<file path="config.mk">
export PLATFORM = sky130hd
export DESIGN_NAME = multicycle_control_flat
export DESIGN_NICKNAME = d
export VERILOG_FILES = /design/src/rtl/mc_pkg.sv /design/src/rtl/multicycle_control_if.sv /design/src/rtl/opcode_class.sv /design/src/rtl/multicycle_control.sv /design/src/flat_wrapper.sv
export SDC_FILE = /design/constraint.sdc
export NUM_CORES = 1
export LEC_CHECK = 0
export ABC_CLOCK_PERIOD_IN_PS = 4200
export BUFFER_PORTS_ARGS = -buffer_cell sky130_fd_sc_hd__buf_2
export CAP_MARGIN = 25
export CORE_MARGIN = 2
export CORE_UTILIZATION = 42
export DETAILED_ROUTE_END_ITERATION = 12
export PLACE_DENSITY = 0.72
export SETUP_SLACK_MARGIN = 0.5
export SYNTH_ARGS = -nofsm -noshare
export SYNTH_HDL_FRONTEND = slang
export SYNTH_HIERARCHICAL = 1
export SYNTH_SLANG_ARGS = --single-unit
</file>
<file path="constraint.sdc">
create_clock -name clk -period 4.2 [get_ports clk]
set_input_delay 0.42 -clock clk [delete_from_list [all_inputs] [get_ports clk]]
set_output_delay 0.42 -clock clk [all_outputs]
set_load 0.05 [all_outputs]
</file>
<file path="src/rtl/mc_pkg.sv">
// Shared definitions for the multi-cycle MIPS control path: state codes,
// opcode values, datapath select codes and the opcode class type.
package mc_pkg;

  // State codes (also visible on the debug state output)
  localparam logic [3:0] S_IDLE     = 4'd0;
  localparam logic [3:0] S_FETCH    = 4'd1;
  localparam logic [3:0] S_DECODE   = 4'd2;
  localparam logic [3:0] S_MEM_ADDR = 4'd3;
  localparam logic [3:0] S_MEM_RD   = 4'd4;
  localparam logic [3:0] S_MEM_WR   = 4'd5;
  localparam logic [3:0] S_WB_MEM   = 4'd6;
  localparam logic [3:0] S_EXEC_R   = 4'd7;
  localparam logic [3:0] S_WB_R     = 4'd8;
  localparam logic [3:0] S_EXEC_I   = 4'd9;
  localparam logic [3:0] S_WB_I     = 4'd10;
  localparam logic [3:0] S_BRANCH   = 4'd11;
  localparam logic [3:0] S_JUMP     = 4'd12;

  typedef enum logic [3:0] {
    IDLE     = S_IDLE,
    FETCH    = S_FETCH,
    DECODE   = S_DECODE,
    MEM_ADDR = S_MEM_ADDR,
    MEM_RD   = S_MEM_RD,
    MEM_WR   = S_MEM_WR,
    WB_MEM   = S_WB_MEM,
    EXEC_R   = S_EXEC_R,
    WB_R     = S_WB_R,
    EXEC_I   = S_EXEC_I,
    WB_I     = S_WB_I,
    BRANCH   = S_BRANCH,
    JUMP     = S_JUMP
  } stateT;

  // Opcode field values (IR[31:26])
  localparam logic [5:0] OP_RTYPE = 6'b000000;
  localparam logic [5:0] OP_ADDIU = 6'b001001;
  localparam logic [5:0] OP_ANDI  = 6'b001100;
  localparam logic [5:0] OP_ORI   = 6'b001101;
  localparam logic [5:0] OP_LW    = 6'b100011;
  localparam logic [5:0] OP_SW    = 6'b101011;
  localparam logic [5:0] OP_BEQ   = 6'b000100;
  localparam logic [5:0] OP_J     = 6'b000010;

  // ALU operation select
  localparam logic [1:0] ALU_ADD   = 2'b00;
  localparam logic [1:0] ALU_SUB   = 2'b01;
  localparam logic [1:0] ALU_FUNCT = 2'b10;
  localparam logic [1:0] ALU_LOGIC = 2'b11;

  // PC source select
  localparam logic [1:0] PC_ALU    = 2'b00;
  localparam logic [1:0] PC_ALUOUT = 2'b01;
  localparam logic [1:0] PC_JUMP   = 2'b10;

  // ALU B operand select
  localparam logic [1:0] SRCB_B     = 2'b00;
  localparam logic [1:0] SRCB_FOUR  = 2'b01;
  localparam logic [1:0] SRCB_IMM   = 2'b10;
  localparam logic [1:0] SRCB_IMMSH = 2'b11;

  typedef enum logic [2:0] {
    CLS_R,
    CLS_I,
    CLS_LW,
    CLS_SW,
    CLS_BEQ,
    CLS_J,
    CLS_ILL
  } opClassT;

endpackage

</file>
<file path="src/rtl/multicycle_control_if.sv">
// Bundle between the control FSM and the datapath: instruction/status
// inputs to the controller and every datapath select it drives.
interface multicycle_control_if;
  logic [5:0] opcode;
  logic       alu_zero;
  logic       mem_ready;
  logic       ir_write;
  logic       pc_write;
  logic [1:0] pc_src;
  logic       iord;
  logic       mem_read;
  logic       mem_write;
  logic       reg_write;
  logic       reg_dst;
  logic       mem_to_reg;
  logic       alu_src_a;
  logic [1:0] alu_src_b;
  logic [1:0] alu_op;
  logic       ext_sel;
  logic       illegal;
  logic [3:0] state_o;

  // Controller side
  modport master (
    input  opcode, alu_zero, mem_ready,
    output ir_write, pc_write, pc_src, iord, mem_read, mem_write,
           reg_write, reg_dst, mem_to_reg, alu_src_a, alu_src_b,
           alu_op, ext_sel, illegal, state_o
  );

  // Datapath side
  modport slave (
    output opcode, alu_zero, mem_ready,
    input  ir_write, pc_write, pc_src, iord, mem_read, mem_write,
           reg_write, reg_dst, mem_to_reg, alu_src_a, alu_src_b,
           alu_op, ext_sel, illegal, state_o
  );
endinterface

</file>
<file path="src/rtl/opcode_class.sv">
// Combinational opcode classifier: groups opcodes by the state sequence
// they need and flags ADDIU (sign-extended add) and unknown opcodes.
module opcode_class
  import mc_pkg::*;
(
  input  logic [5:0] opcode,
  output opClassT    opClass,
  output logic       isAddiu,
  output logic       legal
);

  // Map opcode to class; anything not listed is illegal
  always_comb begin
    opClass = CLS_ILL;
    isAddiu = 1'b0;
    legal   = 1'b1;
    case (opcode)
      OP_RTYPE: opClass = CLS_R;
      OP_ADDIU: begin
        opClass = CLS_I;
        isAddiu = 1'b1;
      end
      OP_ANDI, OP_ORI: opClass = CLS_I;
      OP_LW:    opClass = CLS_LW;
      OP_SW:    opClass = CLS_SW;
      OP_BEQ:   opClass = CLS_BEQ;
      OP_J:     opClass = CLS_J;
      default:  legal = 1'b0;
    endcase
  end

endmodule

</file>
<file path="src/rtl/multicycle_control.sv">
// Control FSM for the multi-cycle MIPS datapath. The state register is the
// only storage; outputs decode the state, with the FETCH/BRANCH strobes and
// the illegal pulse also depending on mem_ready, alu_zero and the opcode.
module multicycle_control
  import mc_pkg::*;
(
  input  logic          clk,
  input  logic          rst_n,
  multicycle_control_if.master bus
);

  stateT   state, stateNext;
  opClassT opClass;
  logic    isAddiu, legal;

  logic       irWrite, pcWrite, iord, memRead, memWrite;
  logic       regWrite, regDst, memToReg, aluSrcA, extSel, illegal;
  logic [1:0] pcSrc, aluSrcB, aluOp;

  opcode_class uOpClass (
    .opcode (bus.opcode),
    .opClass(opClass),
    .isAddiu(isAddiu),
    .legal  (legal)
  );

  // State register; reset drops any outstanding memory request at once
  always_ff @(posedge clk or negedge rst_n) begin
    if (!rst_n) state <= IDLE;
    else        state <= stateNext;
  end

  // Next-state and output decode; every output defaults to 0
  always_comb begin
    stateNext = state;
    irWrite   = 1'b0;
    pcWrite   = 1'b0;
    pcSrc     = PC_ALU;
    iord      = 1'b0;
    memRead   = 1'b0;
    memWrite  = 1'b0;
    regWrite  = 1'b0;
    regDst    = 1'b0;
    memToReg  = 1'b0;
    aluSrcA   = 1'b0;
    aluSrcB   = SRCB_B;
    aluOp     = ALU_ADD;
    extSel    = 1'b0;
    illegal   = 1'b0;
    case (state)
      IDLE: stateNext = FETCH;
      FETCH: begin
        memRead = 1'b1;
        aluSrcB = SRCB_FOUR;
        aluOp   = ALU_ADD;
        if (bus.mem_ready) begin
          irWrite   = 1'b1;
          pcWrite   = 1'b1;
          pcSrc     = PC_ALU;
          stateNext = DECODE;
        end
      end
      DECODE: begin
        // Branch target precomputed here as PC+4 + (sext imm << 2)
        aluSrcB = SRCB_IMMSH;
        extSel  = 1'b1;
        if (!legal) begin
          illegal   = 1'b1;
          stateNext = FETCH;
        end else begin
          case (opClass)
            CLS_R:          stateNext = EXEC_R;
            CLS_I:          stateNext = EXEC_I;
            CLS_LW, CLS_SW: stateNext = MEM_ADDR;
            CLS_BEQ:        stateNext = BRANCH;
            CLS_J:          stateNext = JUMP;
            default: begin
              illegal   = 1'b1;
              stateNext = FETCH;
            end
          endcase
        end
      end
      MEM_ADDR: begin
        aluSrcA   = 1'b1;
        aluSrcB   = SRCB_IMM;
        extSel    = 1'b1;
        stateNext = (opClass == CLS_LW) ? MEM_RD : MEM_WR;
      end
      MEM_RD: begin
        memRead = 1'b1;
        iord    = 1'b1;
        if (bus.mem_ready) stateNext = WB_MEM;
      end
      MEM_WR: begin
        memWrite = 1'b1;
        iord     = 1'b1;
        if (bus.mem_ready) stateNext = FETCH;
      end
      WB_MEM: begin
        regWrite  = 1'b1;
        memToReg  = 1'b1;
        stateNext = FETCH;
      end
      EXEC_R: begin
        aluSrcA   = 1'b1;
        aluOp     = ALU_FUNCT;
        stateNext = WB_R;
      end
      WB_R: begin
        regWrite  = 1'b1;
        regDst    = 1'b1;
        stateNext = FETCH;
      end
      EXEC_I, WB_I: begin
        // ALU inputs held into write-back so the result stays valid
        aluSrcA = 1'b1;
        aluSrcB = SRCB_IMM;
        extSel  = isAddiu;
        aluOp   = isAddiu ? ALU_ADD : ALU_LOGIC;
        if (state == EXEC_I) begin
          stateNext = WB_I;
        end else begin
          regWrite  = 1'b1;
          stateNext = FETCH;
        end
      end
      BRANCH: begin
        aluSrcA   = 1'b1;
        aluOp     = ALU_SUB;
        pcSrc     = PC_ALUOUT;
        pcWrite   = bus.alu_zero;
        stateNext = FETCH;
      end
      JUMP: begin
        pcSrc     = PC_JUMP;
        pcWrite   = 1'b1;
        stateNext = FETCH;
      end
      default: stateNext = IDLE;
    endcase
  end

  assign bus.ir_write   = irWrite;
  assign bus.pc_write   = pcWrite;
  assign bus.pc_src     = pcSrc;
  assign bus.iord       = iord;
  assign bus.mem_read   = memRead;
  assign bus.mem_write  = memWrite;
  assign bus.reg_write  = regWrite;
  assign bus.reg_dst    = regDst;
  assign bus.mem_to_reg = memToReg;
  assign bus.alu_src_a  = aluSrcA;
  assign bus.alu_src_b  = aluSrcB;
  assign bus.alu_op     = aluOp;
  assign bus.ext_sel    = extSel;
  assign bus.illegal    = illegal;
  assign bus.state_o    = state;

endmodule

</file>
<file path="src/flat_wrapper.sv">
// flat-port wrapper written by rule: the top's interface ports become plain ports
module multicycle_control_flat import mc_pkg::*;
  (clk, rst_n, bus_opcode, bus_alu_zero, bus_mem_ready, bus_ir_write, bus_pc_write, bus_pc_src, bus_iord, bus_mem_read, bus_mem_write, bus_reg_write, bus_reg_dst, bus_mem_to_reg, bus_alu_src_a, bus_alu_src_b, bus_alu_op, bus_ext_sel, bus_illegal, bus_state_o);
  multicycle_control_if bus_i ();
  input  logic clk;
  input  logic rst_n;
  input wire logic [$bits(bus_i.opcode)-1:0] bus_opcode;
  input wire logic [$bits(bus_i.alu_zero)-1:0] bus_alu_zero;
  input wire logic [$bits(bus_i.mem_ready)-1:0] bus_mem_ready;
  output wire logic [$bits(bus_i.ir_write)-1:0] bus_ir_write;
  output wire logic [$bits(bus_i.pc_write)-1:0] bus_pc_write;
  output wire logic [$bits(bus_i.pc_src)-1:0] bus_pc_src;
  output wire logic [$bits(bus_i.iord)-1:0] bus_iord;
  output wire logic [$bits(bus_i.mem_read)-1:0] bus_mem_read;
  output wire logic [$bits(bus_i.mem_write)-1:0] bus_mem_write;
  output wire logic [$bits(bus_i.reg_write)-1:0] bus_reg_write;
  output wire logic [$bits(bus_i.reg_dst)-1:0] bus_reg_dst;
  output wire logic [$bits(bus_i.mem_to_reg)-1:0] bus_mem_to_reg;
  output wire logic [$bits(bus_i.alu_src_a)-1:0] bus_alu_src_a;
  output wire logic [$bits(bus_i.alu_src_b)-1:0] bus_alu_src_b;
  output wire logic [$bits(bus_i.alu_op)-1:0] bus_alu_op;
  output wire logic [$bits(bus_i.ext_sel)-1:0] bus_ext_sel;
  output wire logic [$bits(bus_i.illegal)-1:0] bus_illegal;
  output wire logic [$bits(bus_i.state_o)-1:0] bus_state_o;
  assign bus_i.opcode = bus_opcode;
  assign bus_i.alu_zero = bus_alu_zero;
  assign bus_i.mem_ready = bus_mem_ready;
  assign bus_ir_write = bus_i.ir_write;
  assign bus_pc_write = bus_i.pc_write;
  assign bus_pc_src = bus_i.pc_src;
  assign bus_iord = bus_i.iord;
  assign bus_mem_read = bus_i.mem_read;
  assign bus_mem_write = bus_i.mem_write;
  assign bus_reg_write = bus_i.reg_write;
  assign bus_reg_dst = bus_i.reg_dst;
  assign bus_mem_to_reg = bus_i.mem_to_reg;
  assign bus_alu_src_a = bus_i.alu_src_a;
  assign bus_alu_src_b = bus_i.alu_src_b;
  assign bus_alu_op = bus_i.alu_op;
  assign bus_ext_sel = bus_i.ext_sel;
  assign bus_illegal = bus_i.illegal;
  assign bus_state_o = bus_i.state_o;
  multicycle_control u_core (.clk(clk), .rst_n(rst_n), .bus(bus_i));
endmodule
</file>
## Yosys cells after proc, flatten, opt, wreduce, memory -nomap -nowiden

Index checks and enable logic that the tools add are counted.

| operators by class | value |
|---|---|
| shift operators | 0 |
| $mul | 0 |
| add/sub/neg operators | 0 |
| $lt $le $gt $ge | 0 |
| div/mod/pow operators | 0 |
| eq/ne operators | 27 |
| reduce and logical (&&, ||, !) cells | 16 |
| muxes and demuxes | 30 |
| bitwise operators | 0 |

Operators by type and width:

| operator | number |
|---|---|
| $pmux W4 S8 | 1 |
| $eq A4 B4 Y1 const B | 5 |
| $mux W4 | 5 |
| $pmux W4 S5 | 1 |
| $eq A6 B4 Y1 const B | 3 |
| $pmux W3 S6 | 1 |
| $eq A4 B3 Y1 const B | 4 |
| $mux W1 | 15 |
| $eq A6 B6 Y1 const B | 2 |
| $pmux W2 S3 | 2 |
| $reduce_or A2 Y1 | 6 |
| $reduce_or A5 Y1 | 2 |
| $eq A4 B2 Y1 const B | 2 |
| $reduce_or A8 Y1 | 1 |
| $eq A3 B2 Y1 const B | 2 |
| $eq A3 B3 Y1 const B | 2 |
| $eq A6 B2 Y1 const B | 1 |
| $eq A6 B3 Y1 const B | 1 |
| $logic_not A6 Y1 | 1 |
| $ne A2 B2 Y1 const B | 3 |
| $reduce_or A3 Y1 | 2 |
| $reduce_or A6 Y1 | 1 |
| $eq A4 B1 Y1 const B | 1 |
| $logic_not A4 Y1 | 1 |
| 7 further kinds | 8 |

| word-level totals | value |
|---|---|
| output and inout port bits | 21 |
| input port bits | 10 |
| bits in read-only memories | 0 |
| memory bits (writable) | 0 |
| register bits after elaboration | 4 |
| memories kept | 0 |
| latch bits | 0 |
| word-level logic and storage cells | 74 |

## Logic depth before layout (Yosys ltp)

| depth | value |
|---|---|
| depth in word-level cells | 8 |
| mapped depth | 6 |
| gate-level depth less buffers | 6 |

## By module

The synthesis kept the hierarchy.

Modules (own cells, without submodules):

| module | area an instance (µm²) | seq. area each (µm²) | cells an instance | times used |
|---|---|---|---|---|
| multicycle_control | 565.5 | 100.1 | 80 | 1 |
| opcode_class | 148.9 | 0.0 | 22 | 1 |

## Worst setup path after synthesis

Ideal clock, no wire load.

| path | value |
|---|---|
| kind | register to output |
| from | reg u_core.state[2], in the netlist u_core/bus.state_o[2] |
| to | out bus_mem_write |
| stages on the path, launching flop included | 4 |
| slack | 1.131 ns |
| data arrival time | 2.649 ns |
| path through | dfrtp_1 buf_2 nor3b_1 and2_1 |

| between the ends | value |
|---|---|
| longest elaborated chain between the ends | 2 |

RTL lines:

| what | line | source |
|---|---|---|
| from (decl) | multicycle_control.sv:12 | `stateT state, stateNext;` |
| from (signal assigned) | multicycle_control.sv:30 | `else state <= stateNext;` |
| $eq A4 B3 Y1 | multicycle_control.sv:50 | `case (state)` |
| $mux W1 | multicycle_control.sv:50 |  |
| to (decl) | flat_wrapper.sv:15 | `output wire logic [$bits(bus_i.mem_write)-1:0] bus_mem_write;` |

Every way passes these cells.

## Worst setup path after layout

| path | value |
|---|---|
| from | in bus_opcode[0] |
| to | out bus_illegal |

| between the ends | value |
|---|---|
| elaborated cells between the ends (all ways) | 22 |
| those cells by class | eq/ne (12); mux (5); reduce/logical (5) |

RTL lines:

| what | line | source |
|---|---|---|
| from (decl) | flat_wrapper.sv:7 | `input wire logic [$bits(bus_i.opcode)-1:0] bus_opcode;` |
| $eq A6 B2 Y1, or another cell as far along | opcode_class.sv:17 | `case (opcode)` |
| $reduce_or A8 Y1 (no source line) * | n/a |  |
| $mux W1 * | opcode_class.sv:17 |  |
| via u_core.legal | multicycle_control.sv:14 | `logic isAddiu, legal;` |
| $mux W1 * | multicycle_control.sv:67 | `if (!legal) begin` |
| $mux W1 * | multicycle_control.sv:50 |  |
| to (decl) | flat_wrapper.sv:23 | `output wire logic [$bits(bus_i.illegal)-1:0] bus_illegal;` |

Mark *: on every way through the listed nets, which the timed path passes. The rest lies on a longest branch.

==> results.py <==
metrics = {
    "clock_network": {
        "clk-insertion-delay-late_ns": 0.23,
        "cts_buffer_depth": 2,
        "clkSlewWorstSetupHoldPaths_ns": 0.03,
        "root_buffer": "clkbuf_4",
        "htree_levels": 1,
        "cts_sinks": 4,
        "cts_buffers": 3,
        "cts_tree": "done",
        "cts_setup_buffers": 0,
    },
    "global_routing": {
        "busiest_layer": "met1",
        "grt_overflow": 0,
        "grt_pass1_vias": 648,
        "antenna_found_initial": 0,
        "met2_usage": 0.2600,
        "grt_usage": 0.1824,
        "grt_max_degree": 27,
        "use_met1": 0.2646,
        "grt_util_met3": 0.02800,
        "grt_pass1_wl_um": 2794,
    },
    "finish": {
        "postLayoutCoreUtil": 0.5642,
        "largest_reg_flops": 4,
        "drive_above_1_share": 0.2791,
        "final_cell_mix": "buf_2 (30), nor2b_1 (9), nand2_1 (9)",
        "diodes": 0,
        "final_common_cell": "buf_2",
        "area_delta_synth_final_pct": 23.12,
        "fin_nets": 141,
    },
    "detailed_routing": {
        "via_count": 833,
        "wl_per_cell_um": 12.32,
        "first_iter_violations": 20,
        "drc": 0,
        "first_pass_iters": 4,
        "drtAntennaViolNets": 0,
        "routed_via_density": 5.745,
        "drt-total-wl_um": 1786,
    },
    "critical_path": {
        "critPathMaxFanout": 7,
        "path_cells": "buf_2 > or3_4 > or2_1 > a31oi_1 > a21boi_0 > nor4_1 > buf_2",
        "cpMostUsedCell": "buf_2",
        "max_stage_delay_ns": 0.40,
        "criticalPathCategory": "in -> out",
        "rrSetupSlack_ns": 2.58,
        "cp_slowest_cell": "or3_4",
        "critPathArrivalTime_ns": 2.02,
        "crit_family": "simple AND/OR/NAND/NOR gates",
        "cp-end-kind": "output port",
        "cp.required_ns": 3.78,
        "start_kind": "input pin",
        "critPathBufInv": 2,
    },
    "job": {
        "cap_violations": 0,
    },
    "place": {
        "place_congestion": 0.7678,
        "port_buffers": 30,
        "post-dp-hpwl_um": 1331,
    },
    "timing": {
        "grt_setup_unrepaired": "no",
        "fin_skew_ns": 0.002713,
        "fin_crit_sh": 0.5814,
        "hold_viol_final": 0,
        "slew_headroom": 0.4232,
        "worst_pin_slew_ns": 0.8541,
        "fmax_ghz": 0.4096,
        "min_period_ns": 2.442,
        "setup-tns-final_ns": 0,
        "setup_viol": 0,
        "drv_slew": 0,
    },
    "yosys": {
        "post-synth-top-area-cell": "dfrtp_1",
        "synth-async-reset-ratio": 1.000,
        "postSynthNetCount": 112,
        "synth_top_area_share": 0.1401,
        "synth_flop_cell": "dfrtp_1",
        "syn_area_um2": 714.4,
        "netlist_top_cells_area": "dfrtp_1 (14%), nor2b_1 (7.9%), nand2b_1 (5.3%)",
        "yosysWarningCount": 6,
        "yosysUniqueCellTypes": 44,
        "ys_seq_elements": 4,
        "avgSynthCellArea_um2": 7.004,
        "synth_cells": 102,
        "synth-edff-count": 0,
        "synth_seq_area_share": 0.1401,
    },
    "floorplan": {
        "fp.dieW_um": 45.25,
        "die_y_um": 45.25,
        "rows": 14,
        "core_area_um2": 1559,
        "dieArea_um2": 2047,
        "start_util": 0.4583,
        "io_pins": 31,
    },
    "min_path": {
        "hold_path.class": "in -> async",
    },
    "pwr": {
        "p_int_uw": 222.6,
        "peakVddDrop_mv": 0.5160,
        "power_density_nw_per_um2": 750.9,
        "power_frac_seq": 0.198,
        "power_frac_clock": 0.068,
        "combPwrFrac": 0.733,
        "netSwitchingFraction": 0.6630,
        "power_leakage_uw": 0.0003995,
        "switching_power_uw": 437.9,
    },
    "status": {
        "status": "completed",
    },
}
==> area by class of cell <==
class,instances,area [µm²]
inverters,3,11.26
fillers,151,679.4
repair buffers,31,160.2
flip-flops and latches,4,100.1
multi-input cells,88,565.5
clock buffers,3,22.52
well taps,16,20.02
==> power by group through the flow <==
stage	sequential, µW	clock, µW	combinational (µW)
after floorplan	121	0	407
after global placement	130	0	479
after detailed placement	132	0	484
after CTS	131	48.6	486
after global routing	143	51.8	511
final	131	45.2	484
==> timing repair <==
item                                   in CTS  in global routing
endpoints found under the hold margin       4                  0
gates resized for setup                     0                  0
hold buffers                                1                  0
==> worst reg2reg max path, cell delays in order, from the launching register on <==
cell and delay [ns]:
dfrtp_1 0.61, or4b_1 0.62, o21ai_1 0.13, a32o_1 0.20
==> cell families (layout without fill, tap and decap cells) <==
logic type      Yosys count  count (layout)  share of synthesized area
simple gates             55              55                     0.4501
xor+xnor                  3               3                    0.03678
buf+inv                  10              37                    0.06831
compound gates           29              29                     0.2907
flops                     4               4                     0.1401
mux                       1               1                    0.01401
==> synth_stat cells, types with 2 or more instances <==
cell type and number:
nand2_1 9, nor2b_1 9, buf_2 6, nand2b_1 6, a21oi_1 5, nor2_1 5
nor3_1 5, o21ai_0 5, dfrtp_1 4, a31oi_1 3, a32o_1 3, and3_1 3
inv_1 3, nor3b_1 3, nand3_1 2, nor4_1 2, xnor2_1 2
==> stage by stage <==
step / cell area (µm²) / power [µW] / setup WS (ns) / instances / hold WS (ns)
finish: 879.6 / 660.5 / 1.758 / 145 / 0.5228
global route: 879.6 / 705.9 / 1.639 / 145 / 0.5313
CTS: 879.6 / 666.0 / 1.766 / 145 / 0.5169
detailed placement: 847.1 / 616.6 / 1.767 / 141 / 0.2276
global placement: 847.1 / 609.1 / 1.792 / 141 / 0.2234
floorplan: 714.4 / 527.3 / 1.131 / 102 / 0.1244
==> metal layers <==
metal / part of all wire / up-vias / wire [µm]
met1: 0.50 / 379 / 896
met3: 0.037 / 0 / 66
li1: - / 434 / -
met2: 0.46 / 20 / 823
met5: 0 / - / 0
met4: 0 / 0 / 0
==> final timing paths <==
| check | end | cells after the start | start |
|---|---|---|---|
| min reg2reg | u_core/bus.state_o[2] | 1 | u_core/bus.state_o[3] |
| max in group asynchronous | u_core/bus.state_o[3] | 2 | rst_n |
| max | bus_illegal | 7 | bus_opcode[0] |
| max reg2reg | u_core/bus.state_o[3] | 3 | u_core/bus.state_o[0] |
| min | u_core/bus.state_o[0] | 2 | rst_n |
| min in group clk | u_core/bus.state_o[2] | 4 | bus_mem_ready |
No activity file was read; power rests on OpenSTA's default activity.
